--- src/rtl/iterative_magnitude_comparator.sv ---
// Multi-cycle magnitude comparator: walks the operands one CHUNK at a time,
// MSB chunk first, and stops at the first differing chunk.
module iterative_magnitude_comparator #(
    parameter int unsigned WIDTH   = 16,
    parameter int unsigned CHUNK   = 4,
    parameter int unsigned COUNT_W = 8
) (
    input  logic               clk,
    input  logic               rst,
    input  logic               in_valid,
    output logic               in_ready,
    input  logic [WIDTH-1:0]   a,
    input  logic [WIDTH-1:0]   b,
    input  logic               signed_mode,
    output logic               out_valid,
    input  logic               out_ready,
    output logic               a_eq_b,
    output logic               a_gt_b,
    output logic               a_lt_b,
    input  logic               clr_counts,
    output logic [COUNT_W-1:0] eq_count,
    output logic [COUNT_W-1:0] gt_count,
    output logic [COUNT_W-1:0] lt_count
);

    localparam int unsigned NCHUNK = WIDTH / CHUNK;
    localparam int unsigned IDX_W  = (NCHUNK > 1) ? $clog2(NCHUNK) : 1;

    localparam logic [1:0] S_IDLE    = 2'd0;
    localparam logic [1:0] S_COMPARE = 2'd1;
    localparam logic [1:0] S_DONE    = 2'd2;

    localparam logic [IDX_W-1:0] IDX_TOP  = IDX_W'(NCHUNK - 1);
    localparam logic [CHUNK-1:0] MSB_MASK = CHUNK'(1) << (CHUNK - 1);

    logic [1:0]         state_q, state_d;
    logic [IDX_W-1:0]   idx_q, idx_d;
    logic [WIDTH-1:0]   a_q, a_d;
    logic [WIDTH-1:0]   b_q, b_d;
    logic               sgn_q, sgn_d;
    logic               eq_q, eq_d;
    logic               gt_q, gt_d;
    logic               lt_q, lt_d;
    logic               in_ready_q, in_ready_d;
    logic               out_valid_q, out_valid_d;
    logic [COUNT_W-1:0] eq_cnt_q, eq_cnt_d;
    logic [COUNT_W-1:0] gt_cnt_q, gt_cnt_d;
    logic [COUNT_W-1:0] lt_cnt_q, lt_cnt_d;
    logic [CHUNK-1:0]   ca, cb;
    logic               enter_done;

    // Operands are shifted left each step, so the chunk under test is always the top one.
    always_comb begin
        state_d     = state_q;
        idx_d       = idx_q;
        a_d         = a_q;
        b_d         = b_q;
        sgn_d       = sgn_q;
        eq_d        = eq_q;
        gt_d        = gt_q;
        lt_d        = lt_q;
        eq_cnt_d    = eq_cnt_q;
        gt_cnt_d    = gt_cnt_q;
        lt_cnt_d    = lt_cnt_q;
        enter_done  = 1'b0;
        ca          = a_q[WIDTH-1 -: CHUNK];
        cb          = b_q[WIDTH-1 -: CHUNK];

        // Flipping the sign bit maps two's-complement order onto unsigned order.
        if (sgn_q && (idx_q == IDX_TOP)) begin
            ca = ca ^ MSB_MASK;
            cb = cb ^ MSB_MASK;
        end

        case (state_q)
            S_IDLE: begin
                if (in_valid) begin
                    a_d     = a;
                    b_d     = b;
                    sgn_d   = signed_mode;
                    idx_d   = IDX_TOP;
                    state_d = S_COMPARE;
                end
            end
            S_COMPARE: begin
                if (ca > cb) begin
                    {eq_d, gt_d, lt_d} = 3'b010;
                    enter_done         = 1'b1;
                end else if (ca < cb) begin
                    {eq_d, gt_d, lt_d} = 3'b001;
                    enter_done         = 1'b1;
                end else if (idx_q != '0) begin
                    idx_d = idx_q - IDX_W'(1);
                    a_d   = a_q << CHUNK;
                    b_d   = b_q << CHUNK;
                end else begin
                    {eq_d, gt_d, lt_d} = 3'b100;
                    enter_done         = 1'b1;
                end
                if (enter_done) begin
                    state_d = S_DONE;
                end
            end
            S_DONE: begin
                if (out_ready) begin
                    state_d = S_IDLE;
                end
            end
            default: begin
                state_d = S_IDLE;
            end
        endcase

        in_ready_d  = (state_d == S_IDLE);
        out_valid_d = (state_d == S_DONE);

        // Saturating outcome counters; a clear on the same edge takes priority.
        if (enter_done) begin
            if (eq_d && (eq_cnt_q != '1)) eq_cnt_d = eq_cnt_q + COUNT_W'(1);
            if (gt_d && (gt_cnt_q != '1)) gt_cnt_d = gt_cnt_q + COUNT_W'(1);
            if (lt_d && (lt_cnt_q != '1)) lt_cnt_d = lt_cnt_q + COUNT_W'(1);
        end
        if (clr_counts) begin
            eq_cnt_d = '0;
            gt_cnt_d = '0;
            lt_cnt_d = '0;
        end
    end

    always_ff @(posedge clk) begin
        if (rst) begin
            state_q     <= S_IDLE;
            idx_q       <= '0;
            a_q         <= '0;
            b_q         <= '0;
            sgn_q       <= 1'b0;
            eq_q        <= 1'b0;
            gt_q        <= 1'b0;
            lt_q        <= 1'b0;
            in_ready_q  <= 1'b1;
            out_valid_q <= 1'b0;
            eq_cnt_q    <= '0;
            gt_cnt_q    <= '0;
            lt_cnt_q    <= '0;
        end else begin
            state_q     <= state_d;
            idx_q       <= idx_d;
            a_q         <= a_d;
            b_q         <= b_d;
            sgn_q       <= sgn_d;
            eq_q        <= eq_d;
            gt_q        <= gt_d;
            lt_q        <= lt_d;
            in_ready_q  <= in_ready_d;
            out_valid_q <= out_valid_d;
            eq_cnt_q    <= eq_cnt_d;
            gt_cnt_q    <= gt_cnt_d;
            lt_cnt_q    <= lt_cnt_d;
        end
    end

    assign in_ready  = in_ready_q;
    assign out_valid = out_valid_q;
    assign a_eq_b    = eq_q;
    assign a_gt_b    = gt_q;
    assign a_lt_b    = lt_q;
    assign eq_count  = eq_cnt_q;
    assign gt_count  = gt_cnt_q;
    assign lt_count  = lt_cnt_q;

endmodule

--- config.mk ---
export PLATFORM = sky130hd
export DESIGN_NAME = iterative_magnitude_comparator
export DESIGN_NICKNAME = d
export VERILOG_FILES = /design/src/rtl/iterative_magnitude_comparator.sv
export SDC_FILE = /design/constraint.sdc
export NUM_CORES = 1
export LEC_CHECK = 0
export BUFFER_PORTS_ARGS = -buffer_cell sky130_fd_sc_hd__buf_2
export CAP_MARGIN = 0
export CORE_ASPECT_RATIO = 0.75
export CORE_MARGIN = 2
export CORE_UTILIZATION = 49
export DETAILED_ROUTE_END_ITERATION = 6
export PLACE_DENSITY = 0.78
export SYNTH_ARGS = -nofsm -noshare
export SYNTH_HDL_FRONTEND = slang
export SYNTH_SLANG_ARGS = --single-unit
--- constraint.sdc ---
create_clock -name clk -period 2 [get_ports clk]
set_input_delay 0.2 -clock clk [delete_from_list [all_inputs] [get_ports clk]]
set_output_delay 0.2 -clock clk [all_outputs]
set_load 0.01 [all_outputs]
==> results.toml <==
[status]
status = "finished, violations left"
failed_checks = "negative setup slack"

[sta]
finalSetupViolations = 7
tightest_slew_ns = 0.4517
clock_skew_ns = 0.01002
drv_slew = 0
timing.final.crit_period_ns = 2.085
slew_headroom = 0.6977
setup_tns_ns = -0.2795
setup_ws_ns = -0.08476
fin_crit_sh = 1.042
rsz0062_at_grt = "yes"
hold_viol = 0
fmax_mhz = 479.7

[placement]
portBuffers = 66
dpl_worst_slack_ns = -0.07094
gp_congestion = 0.8241
dpl.hpwl_um = 5756

[min_path]
hold_class = "input port to flop"

[worst_setup_path]
path_max_fanout = 13
worstSetupPathType = "flop to flop"
arrival_ns = 2.36
cp.required_ns = 2.28
endpoint_kind = "flop"
r2r_slack_ns = -0.08
cp-start-kind = "flop"

[die]
die_h_um = 75.19
rows = 25
start_util = 0.5163
die_area_um2 = 7437
io_pins = 67
coreArea_um2 = 6412
die_x_um = 98.92

[final_layout]
n_antenna_cell = 0
nets = 538
fillers = 546
drive_gt1_frac = 0.3058
seqCellArea_um2 = 1328
syn2layout_area_growth_pct = 30.12
multiInputGateArea_um2 = 2126

[power]
cellInternalPower_uw = 2258
leakage_uw = 0.001791
pwr-share-comb = 0.265
ir_worst_vdd_mv = 0.4558
switching_share = 0.3160
pwr-share-clk = 0.298
p_sw_uw = 1043
p_seq_frac = 0.436
p_per_area_nw_per_um2 = 766.2

[cts]
cts_tree = "yes"
htree_levels = 3
clockBufferDepth = 2
root_buffer = "clkbuf_8"
clkSlewWorstSetupHoldPaths_ns = 0.07
numCtsBuffers = 9
cts_num_sinks = 66
clk_latency_ns = 0.35

[routing]
drt-total-wl_um = 9105
first_pass_iters = 5
first_iter_violations = 250
drt_drc_violations_left = 0
vias_per_cell = 5.950
ant_nets = 0
routedWlPerCell_um = 15.75
num_vias = 3439

[yosys]
yosysSeqAreaShare = 0.3991
synth_area_leaders = "dfxtp_1 40%, nand2_1 8.6%, a21oi_1 7.6%"
synth-seq-cells = 66
syn-num-nets = 462
synth_area_leader_cell = "dfxtp_1"
synthCells = 416
syn_area_um2 = 3311
ys_top_cells_by_count = "76 x nand2_1, 66 x dfxtp_1, 50 x a21oi_1, 35 x o21ai_0, 26 x a211o_1"
synthDominantCellAreaShare = 0.3991
async_flop_share = 0
synth_edf_count = 0
yosys_warnings = 0
synth.distinct_cells = 48
synthFlopType = "dfxtp_1"
avgSynthCellArea_um2 = 7.958
synth_most_common_cell = "nand2_1"

[global_routing]
grtUsageTotal = 0.2408
grt_pass1_wl_um = 14330
grt_pass1_vias = 3097
antenna_found_initial = 0
grt_max_degree = 45
grt_overflow_total = 0

[flow_run]
cap_viol_max_count = 0
==> cell type report <==
| type | count | share of cell area |
|---|---|---|
| multi-input combinational | 314 | 0.4935 |
| sequential | 66 | 0.3082 |
| timing repair buffer | 96 | 0.1324 |
| clock buffer | 13 | 0.03456 |
| tap | 81 | 0.02353 |
| inverter | 5 | 0.004357 |
| clock inverter | 3 | 0.003485 |
==> routing by layer <==
layer	vias to the layer above	share of wire	GRT usage
li1	1670	-	-
met1	1621	0.45	0.3122
met2	126	0.47	0.3851
met3	22	0.060	0.07057
met4	0	0.020	0.09437
met5	-	0	0
==> worst paths after layout <==
| path | from | endpoint | depth (start not counted) |
|---|---|---|---|
| setup / recovery | b_q[15] | lt_count[4] | 6 |
| hold / removal | b[0] | b_q[0] | 3 |
| setup reg to reg | b_q[15] | lt_count[4] | 6 |
| hold reg to reg | a_q[11] | a_q[11] | 2 |
==> stage by stage <==
stage / instance area [um2] / power, uW / hold slack, ns / instances / util
finish: 4308 / 3301 / 0.08754 / 578 / 0.6718
global route: 4308 / 3464 / 0.06840 / 578 / 0.6718
CTS: 4078 / 3147 / 0.07022 / 575 / 0.6359
detailed placement: 3850 / 2131 / 0.4480 / 559 / 0.6004
global placement: 3850 / 2111 / 0.4395 / 559 / 0.6004
floorplan: 3333 / 1892 / 0.3360 / 416 / -
==> placed cells by master (no fill, tap or decap), types with 4 or more instances in the layout <==
| cell type | count |
|---|---|
| clkbuf_8 | 10 |
| ha_1 | 4 |
| dfxtp_1 | 61 |
| nor2_1 | 16 |
| inv_1 | 4 |
| buf_6 | 4 |
| or3_1 | 10 |
| buf_4 | 26 |
| nand3_1 | 8 |
| buf_2 | 66 |
| o21ai_0 | 35 |
| a21oi_1 | 46 |
| dfxtp_2 | 5 |
| mux2i_1 | 6 |
| nand4_1 | 9 |
| and3_1 | 6 |
| nand2_1 | 75 |
| a211o_1 | 26 |
==> logic make-up (layout without fill, tap and decap cells) <==
| family | count (synthesis) | after routing | share of synthesized area |
|---|---|---|---|
| and+or+nand+nor | 156 | 156 | 0.2290 |
| AOI/OAI and AO/OA | 140 | 140 | 0.2698 |
| DFF | 66 | 66 | 0.3991 |
| buffers and inverters | 36 | 117 | 0.04308 |
| adders and majority gates | 8 | 8 | 0.03024 |
| muxes | 6 | 6 | 0.01814 |
| xor gates and xnor gates | 4 | 4 | 0.01058 |
==> sequential cells by signal, summed over array words and instances, names as in the netlist, 2 cells and up <==
signal    flops
a_q          16
b_q          16
eq_count      8
gt_count      8
idx_q         2
lt_count      8
state_q       2
==> critical path, stage by stage (launching register included) <==
cell and delay [ns]:
dfxtp_1 0.50, xor2_4 0.31, or3_1 0.24, o21ai_1 0.10
buf_4 0.22, or4_1 0.48, a21oi_1 0.17
==> power groups by stage <==
| stage | Sequential, uW | Clock (uW) | Combinational (uW) |
|---|---|---|---|
| floorplan | 1450 | 0 | 438 |
| global placement | 1460 | 0 | 654 |
| detailed placement | 1460 | 0 | 670 |
| CTS | 1440 | 1000 | 711 |
| global route | 1450 | 1060 | 951 |
| finish | 1440 | 985 | 876 |
==> repair_timing <==
action	in CTS	in global routing
hold buffers	0	0
pin swaps	4	12
gates resized for setup	12	37
buffers inserted	0	4
endpoints found under the setup margin	6	44
No activity file was read; power rests on OpenSTA's default activity.
